File: config.mk
export PLATFORM = sky130hd
export DESIGN_NAME = dmem_ctrl
export DESIGN_NICKNAME = d
export VERILOG_FILES = /design/src/rtl/dmem_ctrl_pkg.sv /design/src/rtl/dmem_ctrl.sv
export SDC_FILE = /design/constraint.sdc
export NUM_CORES = 1
export LEC_CHECK = 0
export CAP_MARGIN = 20
export CORE_MARGIN = 2
export CORE_UTILIZATION = 40
export CTS_CLUSTER_DIAMETER = 60
export DETAILED_ROUTE_END_ITERATION = 7
export GPL_TIMING_DRIVEN = 0
export HOLD_SLACK_MARGIN = 0.15
export PLACE_DENSITY = 0.8
export SLEW_MARGIN = 15
export SYNTH_ARGS = -nofsm -noshare
export SYNTH_HDL_FRONTEND = slang
export SYNTH_SLANG_ARGS = --single-unit
export TNS_END_PERCENT = 20
File: constraint.sdc
create_clock -name clk -period 2.18 [get_ports clk]
set_input_delay 0.436 -clock clk [delete_from_list [all_inputs] [get_ports clk]]
set_output_delay 0.436 -clock clk [all_outputs]
set_load 0.01 [all_outputs]
File: src/rtl/dmem_ctrl_pkg.sv
`default_nettype none
// ============================================================================
// Module      : dmem_ctrl_pkg
// Description : Shared widths, FSM state encodings and helpers for the
//               data-memory access controller.
// Revision    : 1.0 - initial release
// ============================================================================
package dmem_ctrl_pkg;

  // Bus widths shared with the pipeline (RegBus-sized data, byte addresses)
  localparam int DMEM_DATA_W  = 32;
  localparam int DMEM_ADDR_W  = 32;

  // Default abort limit in REQ cycles and the width of the counter tracking it
  localparam int DMEM_TIMEOUT = 255;
  localparam int DMEM_CNT_W   = 8;

  // Controller states
  localparam logic [1:0] DMEM_IDLE = 2'd0;
  localparam logic [1:0] DMEM_REQ  = 2'd1;
  localparam logic [1:0] DMEM_DONE = 2'd2;

  // Word accesses only: both low address bits must be clear
  function automatic logic dmem_is_aligned(input logic [1:0] i_lsb);
    return (i_lsb == 2'b00);
  endfunction

endpackage : dmem_ctrl_pkg
`default_nettype wire

File: src/rtl/dmem_ctrl.sv
`default_nettype none
// ============================================================================
// Module      : dmem_ctrl
// Description : Data-memory access controller behind the MEM stage. Turns
//               each load/store into a req/ack bus transaction, stalls the
//               pipeline until it completes, rejects misaligned accesses and
//               aborts transactions that see no ack within TIMEOUT cycles.
// Revision    : 1.0 - initial release
// ============================================================================
module dmem_ctrl
  import dmem_ctrl_pkg::*;
#(
  parameter int DATA_W  = DMEM_DATA_W,
  parameter int ADDR_W  = DMEM_ADDR_W,
  parameter int TIMEOUT = DMEM_TIMEOUT
) (
  input  logic              clk,
  input  logic              rst,
  input  logic              mem_MemRead,
  input  logic              mem_MemWrite,
  input  logic [ADDR_W-1:0] dataAddr,
  input  logic [DATA_W-1:0] wdata,
  output logic [DATA_W-1:0] rdata,
  output logic              stall,
  output logic              addr_err,
  output logic              bus_err,
  output logic              bus_req,
  output logic              bus_we,
  output logic [ADDR_W-1:0] bus_addr,
  output logic [DATA_W-1:0] bus_wdata,
  input  logic [DATA_W-1:0] bus_rdata,
  input  logic              bus_ack
);

  // Counter value of the last REQ cycle allowed before the access is aborted
  localparam logic [DMEM_CNT_W-1:0] c_CNT_LAST = DMEM_CNT_W'(TIMEOUT - 1);
  localparam logic [DMEM_CNT_W-1:0] c_CNT_ONE  = DMEM_CNT_W'(1);

  logic [1:0]            r_state;
  logic [DMEM_CNT_W-1:0] r_cnt;

  logic w_access;
  logic w_aligned;
  logic w_start;

  assign w_access  = mem_MemRead | mem_MemWrite;
  assign w_aligned = dmem_is_aligned(dataAddr[1:0]);
  assign w_start   = (r_state == DMEM_IDLE) && w_access && w_aligned;

  // Freeze the pipeline from the cycle an aligned access is seen until DONE;
  // gated by reset so an access held on the inputs cannot raise it in reset
  always_comb begin
    stall = rst & (w_start | (r_state == DMEM_REQ));
  end

  // Access FSM: launch, wait for ack or timeout, then one DONE cycle
  always_ff @(posedge clk or negedge rst) begin
    if (!rst) begin
      r_state   <= DMEM_IDLE;
      r_cnt     <= '0;
      rdata     <= '0;
      addr_err  <= 1'b0;
      bus_err   <= 1'b0;
      bus_req   <= 1'b0;
      bus_we    <= 1'b0;
      bus_addr  <= '0;
      bus_wdata <= '0;
    end else begin
      addr_err <= 1'b0;
      bus_err  <= 1'b0;
      case (r_state)
        DMEM_IDLE: begin
          if (w_access) begin
            if (!w_aligned) begin
              addr_err <= 1'b1;
            end else begin
              // Write wins when both requests are raised together
              bus_we    <= mem_MemWrite;
              bus_addr  <= {dataAddr[ADDR_W-1:2], 2'b00};
              bus_wdata <= wdata;
              bus_req   <= 1'b1;
              r_cnt     <= '0;
              r_state   <= DMEM_REQ;
            end
          end
        end
        DMEM_REQ: begin
          if (bus_ack) begin
            bus_req <= 1'b0;
            if (!bus_we) begin
              rdata <= bus_rdata;
            end
            r_state <= DMEM_DONE;
          end else if (r_cnt == c_CNT_LAST) begin
            // Abandon the access; a load returns zero
            bus_req <= 1'b0;
            if (!bus_we) begin
              rdata <= '0;
            end
            bus_err <= 1'b1;
            r_state <= DMEM_DONE;
          end else begin
            r_cnt <= r_cnt + c_CNT_ONE;
          end
        end
        DMEM_DONE: begin
          // Inputs here still belong to the finishing instruction
          r_state <= DMEM_IDLE;
        end
        default: begin
          r_state <= DMEM_IDLE;
        end
      endcase
    end
  end

endmodule : dmem_ctrl
`default_nettype wire

**Yosys cells after proc, flatten, opt, wreduce, memory -nomap -nowiden**

Index checks and enable logic that the tools add are counted.

- RAM bits: 0
- ROM bits: 0
- Latch bits: 0
- Bits of input ports: 101
- Logic and storage cells: 58
- Output and inout bits: 101
- Register bits: 108
- Memories: 0

- Add/sub/neg operators: 1
- Multiplexer cells: 25
- $lt $le $gt $ge: 0
- Div/mod/pow operators: 0
- Bitwise operators: 3
- Shifts and indexed selects: 0
- Multiply operators: 0
- Reduce and logical (&&, ||, !) cells: 11
- Eq/ne operators: 9

Operator list:

| kind | count |
|---|---|
| $mux 32 | 4 |
| $mux 8 | 4 |
| $pmux 8 s2 | 1 |
| $ne 2x2->1 const B | 6 |
| $mux 1 | 10 |
| $add 8x1->8 const B | 1 |
| $eq 8x8->1 const B | 1 |
| $mux 2 | 4 |
| $reduce_and 4->1 | 2 |
| $reduce_and 3->1 | 2 |
| $reduce_and 5->1 | 1 |
| $logic_not 2->1 | 2 |
| $pmux 2 s2 | 1 |
| $reduce_bool 2->1 | 2 |
| $ne 3x2->1 const B | 1 |
| $eq 2x1->1 const B | 1 |
| $logic_and 1x1->1 | 2 |
| $or 1x1->1 | 2 |
| $pmux 1 s2 | 1 |
| $and 1x1->1 | 1 |

**Longest topological paths before layout**

Gate-level depths: netlist (run 1).

- Depth after elaboration: 5
- Depth in mapped cells: 7
- Gate-level depth less buffers: 6

**Worst setup path after synthesis (run 1)**

No wires, ideal clock.

- Path type: input to output
- Start point: input port dataAddr[1]
- End point: output port stall
- Setup slack: 99 ps
- Cell stages on the path: 5
- Arrival time: 1645 ps
- Buffers on the path: 2
- Data required time: 1744 ps
- Cells stage by stage: nor2_1 or4b_1 buf_2 clkbuf_1 a21boi_0

- Word-level cells in the longest chain between the ends: 4

RTL lines:

| item | RTL line | RTL |
|---|---|---|
| start: declaration | dmem_ctrl.sv:21 | `input logic [ADDR_W-1:0] dataAddr,` |
| $logic_not 2->1 | dmem_ctrl_pkg.sv:25 | `return (i_lsb == 2'b00);` |
| $logic_and 1x1->1 | dmem_ctrl.sv:48 | `assign w_start = (r_state == DMEM_IDLE) && w_access && w_aligned;` |
| $or 1x1->1 | dmem_ctrl.sv:53 | `stall = rst & (w_start \| (r_state == DMEM_REQ));` |
| $and 1x1->1 | dmem_ctrl.sv:53 |  |
| end: declaration | dmem_ctrl.sv:24 | `output logic stall,` |

No other way between the ends.

**Final worst setup path (run 1)**

- Start point: register r_state[1]
- End point: output port stall

- Word-level cells in the longest chain between the ends: 5
- Elaborated cells on any way between the ends: 6
- Those cells by class: 1 x eq/ne; 2 x bitwise; 3 x reduce/logical

RTL lines:

| item | RTL line | RTL |
|---|---|---|
| start: declaration | dmem_ctrl.sv:39 | `logic [1:0] r_state;` |
| start signal: assignment | dmem_ctrl.sv:59 | `r_state <= DMEM_IDLE;` |
| start signal: assignment | dmem_ctrl.sv:83 | `r_state <= DMEM_REQ;` |
| start signal: assignment | dmem_ctrl.sv:93 | `r_state <= DMEM_DONE;` |
| $logic_not 2->1 | dmem_ctrl.sv:48 |  |
| $logic_and 1x1->1 (2 in a row) | dmem_ctrl.sv:48 |  |
| $or 1x1->1 (*) | dmem_ctrl.sv:53 |  |
| $and 1x1->1 (*) | dmem_ctrl.sv:53 |  |

Every way passes the cells marked *; elsewhere a longest branch is shown, timed or not.

==> impl_results.md, run 1 <==
- Status: complete, no violations
- Max Clk Rate: 476 MHz
- # setup viols final: 0
- Cell Area, Synth: 4110 µm²
- Power Total: 6.98 mW
- DIE WIDTH: 105 µm
- ANT nets after route: 0
- Final hold vios: 0
- Vias in the first global route: 3,225
- Total Wirelength: 10.2 mm
- Starting Density: 40.6%
- PwrDens: 1060 nW/µm²
- Fin Clk Skew: 0.00944 ns
- Startpoint Class: flop
- R2R depth: 7
- Rows: 37
- Crit Path Max Fanout: 3
- Worst Setup SP: r_state[1]
- HP Class: in -> async
- Critical Path End: stall
- Die height: 105 µm
- Hold WS: 0.0232 ns
- CTS root buffer: clkbuf_8
- Boundary pin count: 202
- CP Class: reg -> out
- DR WL/cell: 16.0 µm
- Layout cells sized above 1: 20.2%
- Synthesis Warnings: 0
- Slew @ Worst Pin: 0.515 ns
- Total track usage: 18.5%
- Antenna cells: 0
- Core region area: 10,100 µm²
- Sequential area share after synthesis: 65.7%
- Post-DP HPWL: 7.77 mm
- CTS Sinks: 108
- First-pass GRT wire length: 16.2 mm
- #FFs+latches synth: 108
- TritonRoute pass-1 iters: 4
- Synth Area per Inst: 14.7 µm²
- CTS Buffer Depth: 2
- DRC: 0
- Maxcap violations: 0
- Crit path DAT: 1.67 ns
- Pre-CTS setup slack: -0.971 ns
- Data required, critical path: 1.74 ns
- Worst Slack Setup Final: 0.0771 ns
- Unrepaired setup endpoints after global routing: false
- CP max stage cell: or4b_4
- Area grow syn2layout: 59.8%
- Initial antenna violation count: 0
- Final Cycle Share: 96.5%
- Final Critical Period: 2.10 ns
- Worst path cell trace: or4b_4 > buf_6 > a21boi_1 > buf_2
- Final Wtd Congestion: 0.802
- Reg2reg end: rdata[13]
- Slew margin rel.: 65.7%
- CTS tree: yes
- Pins over their slew limit: 0
- Number of H-tree levels: 3
- Number of nets in the layout: 597
- DR vias/cell: 4.92
- P_leak: 2.84 nW
- Cts bufs inserted: 9
- Most common cell after layout, fill and taps aside: clkdlybuf4s50_1
- Total grt overflow: 0
- Worst vdd ir: 0.489 mV
- Die Area: 11,100 µm²
- Largest net degree at the start of global routing: 57
- Worst-skew pair later-pin latency: 0.36 ns
- CP max stage delay: 0.52 ns
- CP Capture Type: primary output
- Iteration-0 DRC Markers: 105
- Routed via count: 3,127
- Reg2reg start: r_cnt[0]
- Worst-path clk slew: 0.10 ns
- Post-synth cell types: 32
- Reg2reg setup slack: 0.21 ns
- Most frequent cells in the layout: clkdlybuf4s50_1, dfrtp_1, mux2_2, a22o_1, clkbuf_8
- Port Buffers: 199
- Synth Instances: 279
## where the power goes
part           total [mW]  internal, mW  switching, mW
Combinational        2.61          1.69          0.913
Clock                1.36         0.712          0.651
Sequential           3.02          2.64          0.370
Total                6.98          5.05           1.93
## Yosys cell counts
cell type / n / area share [%]
dfrtp_1: 108 / 66
mux2_2: 63 / 17
a22o_1: 32 / 6.8
clkbuf_1: 8 / 0.73
nand3_1: 8 / 0.97
o21ai_0: 8 / 0.97
buf_2: 7 / 0.85
nand2_1: 6 / 0.55
nor2_1: 6 / 0.55
inv_1: 4 / 0.36
nor3_1: 4 / 0.49
buf_4: 2 / 0.36
ha_1: 2 / 0.61
nor4_1: 2 / 0.30
o22a_1: 2 / 0.43
a211o_1: 1 / 0.21
a21bo_2: 1 / 0.24
a21boi_0: 1 / 0.18
a21o_1: 1 / 0.18
a21oi_1: 1 / 0.12
and2_1: 1 / 0.15
and2_4: 1 / 0.21
buf_6: 1 / 0.27
conb_1: 1 / 0.091
nand2b_1: 1 / 0.15
nand4_1: 1 / 0.15
nor2b_1: 1 / 0.15
nor3b_1: 1 / 0.18
o21ai_1: 1 / 0.12
o31ai_1: 1 / 0.18
or4b_1: 1 / 0.24
xnor2_1: 1 / 0.21
## final cells by class
cell class / count / area [µm²]
Timing Repair Buffer: 204 / 2040
Multi-Input combinational cell: 150 / 1320
Inverter: 4 / 15.0
Buffer: 17 / 93.8
Sequential cell: 108 / 2700
Clock inverter: 5 / 83.8
Tap cell: 136 / 170
Fill cell: 789 / 3560
Clock buffer: 11 / 151
## worst min path at each step
stage | from | to | slack, ns | cells past startpoint
CTS | rst | bus_wdata[13] | 0.02 | 1
global route | rst | addr_err | 0.05 | 1
global placement | bus_req | bus_req | 0.48 | 1
finish | rst | addr_err | 0.02 | 1
floorplan | rst | addr_err | 0.14 | 0
detailed placement | rst | bus_wdata[16] | 0.43 | 1
## state kept, by name, summed over array words and instances (netlist names)
name,flops
bus_err,1
bus_wdata,32
r_state,2
addr_err,1
bus_we,1
bus_req,1
r_cnt,8
bus_addr,30
rdata,32
## cells by family after synthesis
family          count (synthesis)  synth area share, %
flops                         108                 65.7
mux                            63                 17.2
compound gates                 49                 9.46
simple gates                   33                 4.11
buf+inv                        22                 2.58
fa+ha+maj                       2                0.608
other cells                     1               0.0912
xor+xnor                        1                0.213
## per-stage QoR
stage,utilization [%],cells,setup TNS [ns],instance area (µm²)
2_1_floorplan,-,280,0,4120
3_5_place_dp,62.2,616,-9.02,6310
3_3_place_gp,61.9,615,-368.22,6280
6_report,64.9,635,0,6580
4_1_cts,64.7,633,0,6560
5_1_grt,64.9,635,0,6580
## critical path: cells and delay by family, from the launching register on
kind | cells | cell delay [ns]
and+or+nand+nor | 1 | 0.52
buffers and inverters | 2 | 0.27
AOI/OAI and AO/OA | 1 | 0.10
DFF | 1 | 0.41
## timing repair
item	4_1_cts	5_1_grt
hold endpoints to repair	54	54
pin swaps	3	0
gates resized for setup	14	0
setup endpoints to repair	1	1
gates cloned	0	0
setup buffers	2	2
## per-layer routing
| metal | share of wire (%) | GRT usage, % |
|---|---|---|
| met1 | 41 | 23.1 |
| met2 | 51 | 31.5 |
| met3 | 5.3 | 3.53 |
| met4 | 2.6 | 8.00 |
| met5 | 0 | 0 |
Power figures use the tool's default switching activity.
==> run 2: changes to the inputs <==
--- a/config.mk
+++ b/config.mk
@@ -10,10 +10,10 @@
 export CORE_UTILIZATION = 40
 export CTS_CLUSTER_DIAMETER = 60
 export DETAILED_ROUTE_END_ITERATION = 7
+export GPL_ROUTABILITY_DRIVEN = 0
 export GPL_TIMING_DRIVEN = 0
 export HOLD_SLACK_MARGIN = 0.15
 export PLACE_DENSITY = 0.8
-export SLEW_MARGIN = 15
 export SYNTH_ARGS = -nofsm -noshare
 export SYNTH_HDL_FRONTEND = slang
 export SYNTH_SLANG_ARGS = --single-unit
==> run 2 against run 1 <==
  * Critical path depth did not move
  * Clock skew rose by 0.0029 ns
  * Largest power group unchanged
  * Critical endpoint unchanged
  * Largest cell class unchanged
  * Core utilization rose by 0.38 points
  * Maximum frequency fell by 2.7%
==> impl_results.md, run 2 (synthesis gave the netlist of run 1 again) <==
- Unrepaired setup endpoints after global routing: true
- Reg2reg start: r_state[0]
- Crit Path Max Fanout: 5
- Pins over their slew limit: 0
- Final Cycle Share: 99.2%
- Die Area: 11,100 µm²
- DR WL/cell: 16.0 µm
- Rows: 37
- Reg2reg setup slack: 0.16 ns
- Die height: 105 µm
- Port Buffers: 199
- Boundary pin count: 202
- Initial antenna violation count: 0
- CTS root buffer: clkbuf_8
- GRT busiest layer: met2
- Most frequent cells in the layout: clkdlybuf4s50_1, dfrtp_1, mux2_2, a22o_1, buf_4
- Antenna cells: 0
- Multi-input logic area: 1320 µm²
- CP Capture Type: primary output
- ANT nets after route: 0
- Worst-skew pair later-pin latency: 0.36 ns
- Final TNS setup: 0 ns
- Iteration-0 DRC Markers: 115
- CTS tree: yes
- Total track usage: 18.9%
- Reg2reg end: r_cnt[3]
- Max Clk Rate: 463 MHz
- Cts bufs inserted: 9
- Vias in the first global route: 3,311
- PwrDens: 1010 nW/µm²
- Startpoint Class: flop
- Status: complete, no violations
- CP Class: reg -> out
- CTS Buffer Depth: 2
- Total grt overflow: 0
- HP Class: reg -> reg
- Power Total: 6.71 mW
- Final Critical Period: 2.16 ns
- Routed via count: 3,126
- Worst-path clk slew: 0.10 ns
- Area grow syn2layout: 60.8%
- Core region area: 10,100 µm²
- Total Wirelength: 10.3 mm
- DRC: 0
- Final hold vios: 0
- TritonRoute pass-1 iters: 4
- Number of nets in the layout: 609
- Met3 Use GR: 3.46%
- Layout cells sized above 1: 21.7%
- First-pass GRT wire length: 16.6 mm
- Starting Density: 40.6%
- R2R depth: 6
- Most common cell after layout, fill and taps aside: clkdlybuf4s50_1
- Data required, critical path: 1.74 ns
- Post-DP HPWL: 7.73 mm
- Global Route met2 Usage: 32.7%
- Register area: 2700 µm²
- CTS Sinks: 108
- Crit path DAT: 1.73 ns
- Hold path depth: 1
- DR vias/cell: 4.83
- # setup viols final: 0
- Fill cell count: 767
- Biggest regs: bus_wdata x32, rdata x32, bus_addr x30
- Maxcap violations: 0
- Number of H-tree levels: 3
- Hold Crit Endpoint: rdata[0]
- Global Route met1 Usage: 23.2%
- P_leak: 2.87 nW
- DIE WIDTH: 105 µm
- Fin Clk Skew: 0.0123 ns
- Min-delay src: rdata[0]
- Worst vdd ir: 0.497 mV
- Largest net degree at the start of global routing: 72
## run 2: worst max-delay path by stage
stage	start	endpoint	slack (ns)
after floorplan	dataAddr[1]	stall	0.1
after global placement	rst	stall	-3.55
after detailed placement	mem_MemWrite	stall	-0.97
after CTS	r_state[0]	stall	0.006
after global routing	r_state[0]	stall	-0.04
final	r_state[0]	stall	0.02
## run 2: where the power goes
group          switching (mW)  internal [mW]
registers               0.372           2.64
logic                   0.915           1.71
clock network           0.658          0.414
total                    1.94           4.76
## run 2: area by class of cell
type	count	share of cell area, %
Buffer	17	1.42
Multi-Input combinational cell	150	20.0
Timing Repair Buffer	216	32.4
Inverter	4	0.227
Clock buffer	10	1.93
Sequential cell	108	40.9
Clock inverter	6	0.624
Tap cell	136	2.57
## run 2: per-stage QoR
step,cell area [µm²],worst slack (ns),instances,hold slack [ns],util (%)
3_5_place_dp,6300,-0.968,616,0.442,62.2
6_report,6610,0.0181,647,0.504,65.2
3_3_place_gp,6280,-3.55,615,0.475,61.9
5_1_grt,6610,-0.0390,647,0.523,65.2
2_1_floorplan,4120,0.0990,280,0.140,-
4_1_cts,6610,0.00637,647,0.482,65.2
## run 2: what timing repair did
| item | in CTS | in global routing |
|---|---|---|
| pin swaps | 4 | 0 |
| gates resized for setup | 13 | 1 |
| gates cloned | 0 | 0 |
| hold buffers | 2 | 0 |
| endpoints found under the setup margin | 1 | 2 |
| endpoints found under the hold margin | 37 | 0 |
| setup buffers | 14 | 0 |
## run 2: worst max-delay path: stages (launching register included)
cell	delay, ns
dfrtp_1	0.44
or4b_4	0.55
buf_6	0.13
a21boi_1	0.10
buf_2	0.14
## run 2: routing by layer
layer  vias up  wire, µm  share of wire, %
met2       111      5380                52
met1      1539      4200                41
met3        20       519               5.0
li1       1456         -                 -
met5         -         0                 0
met4         0       238               2.3
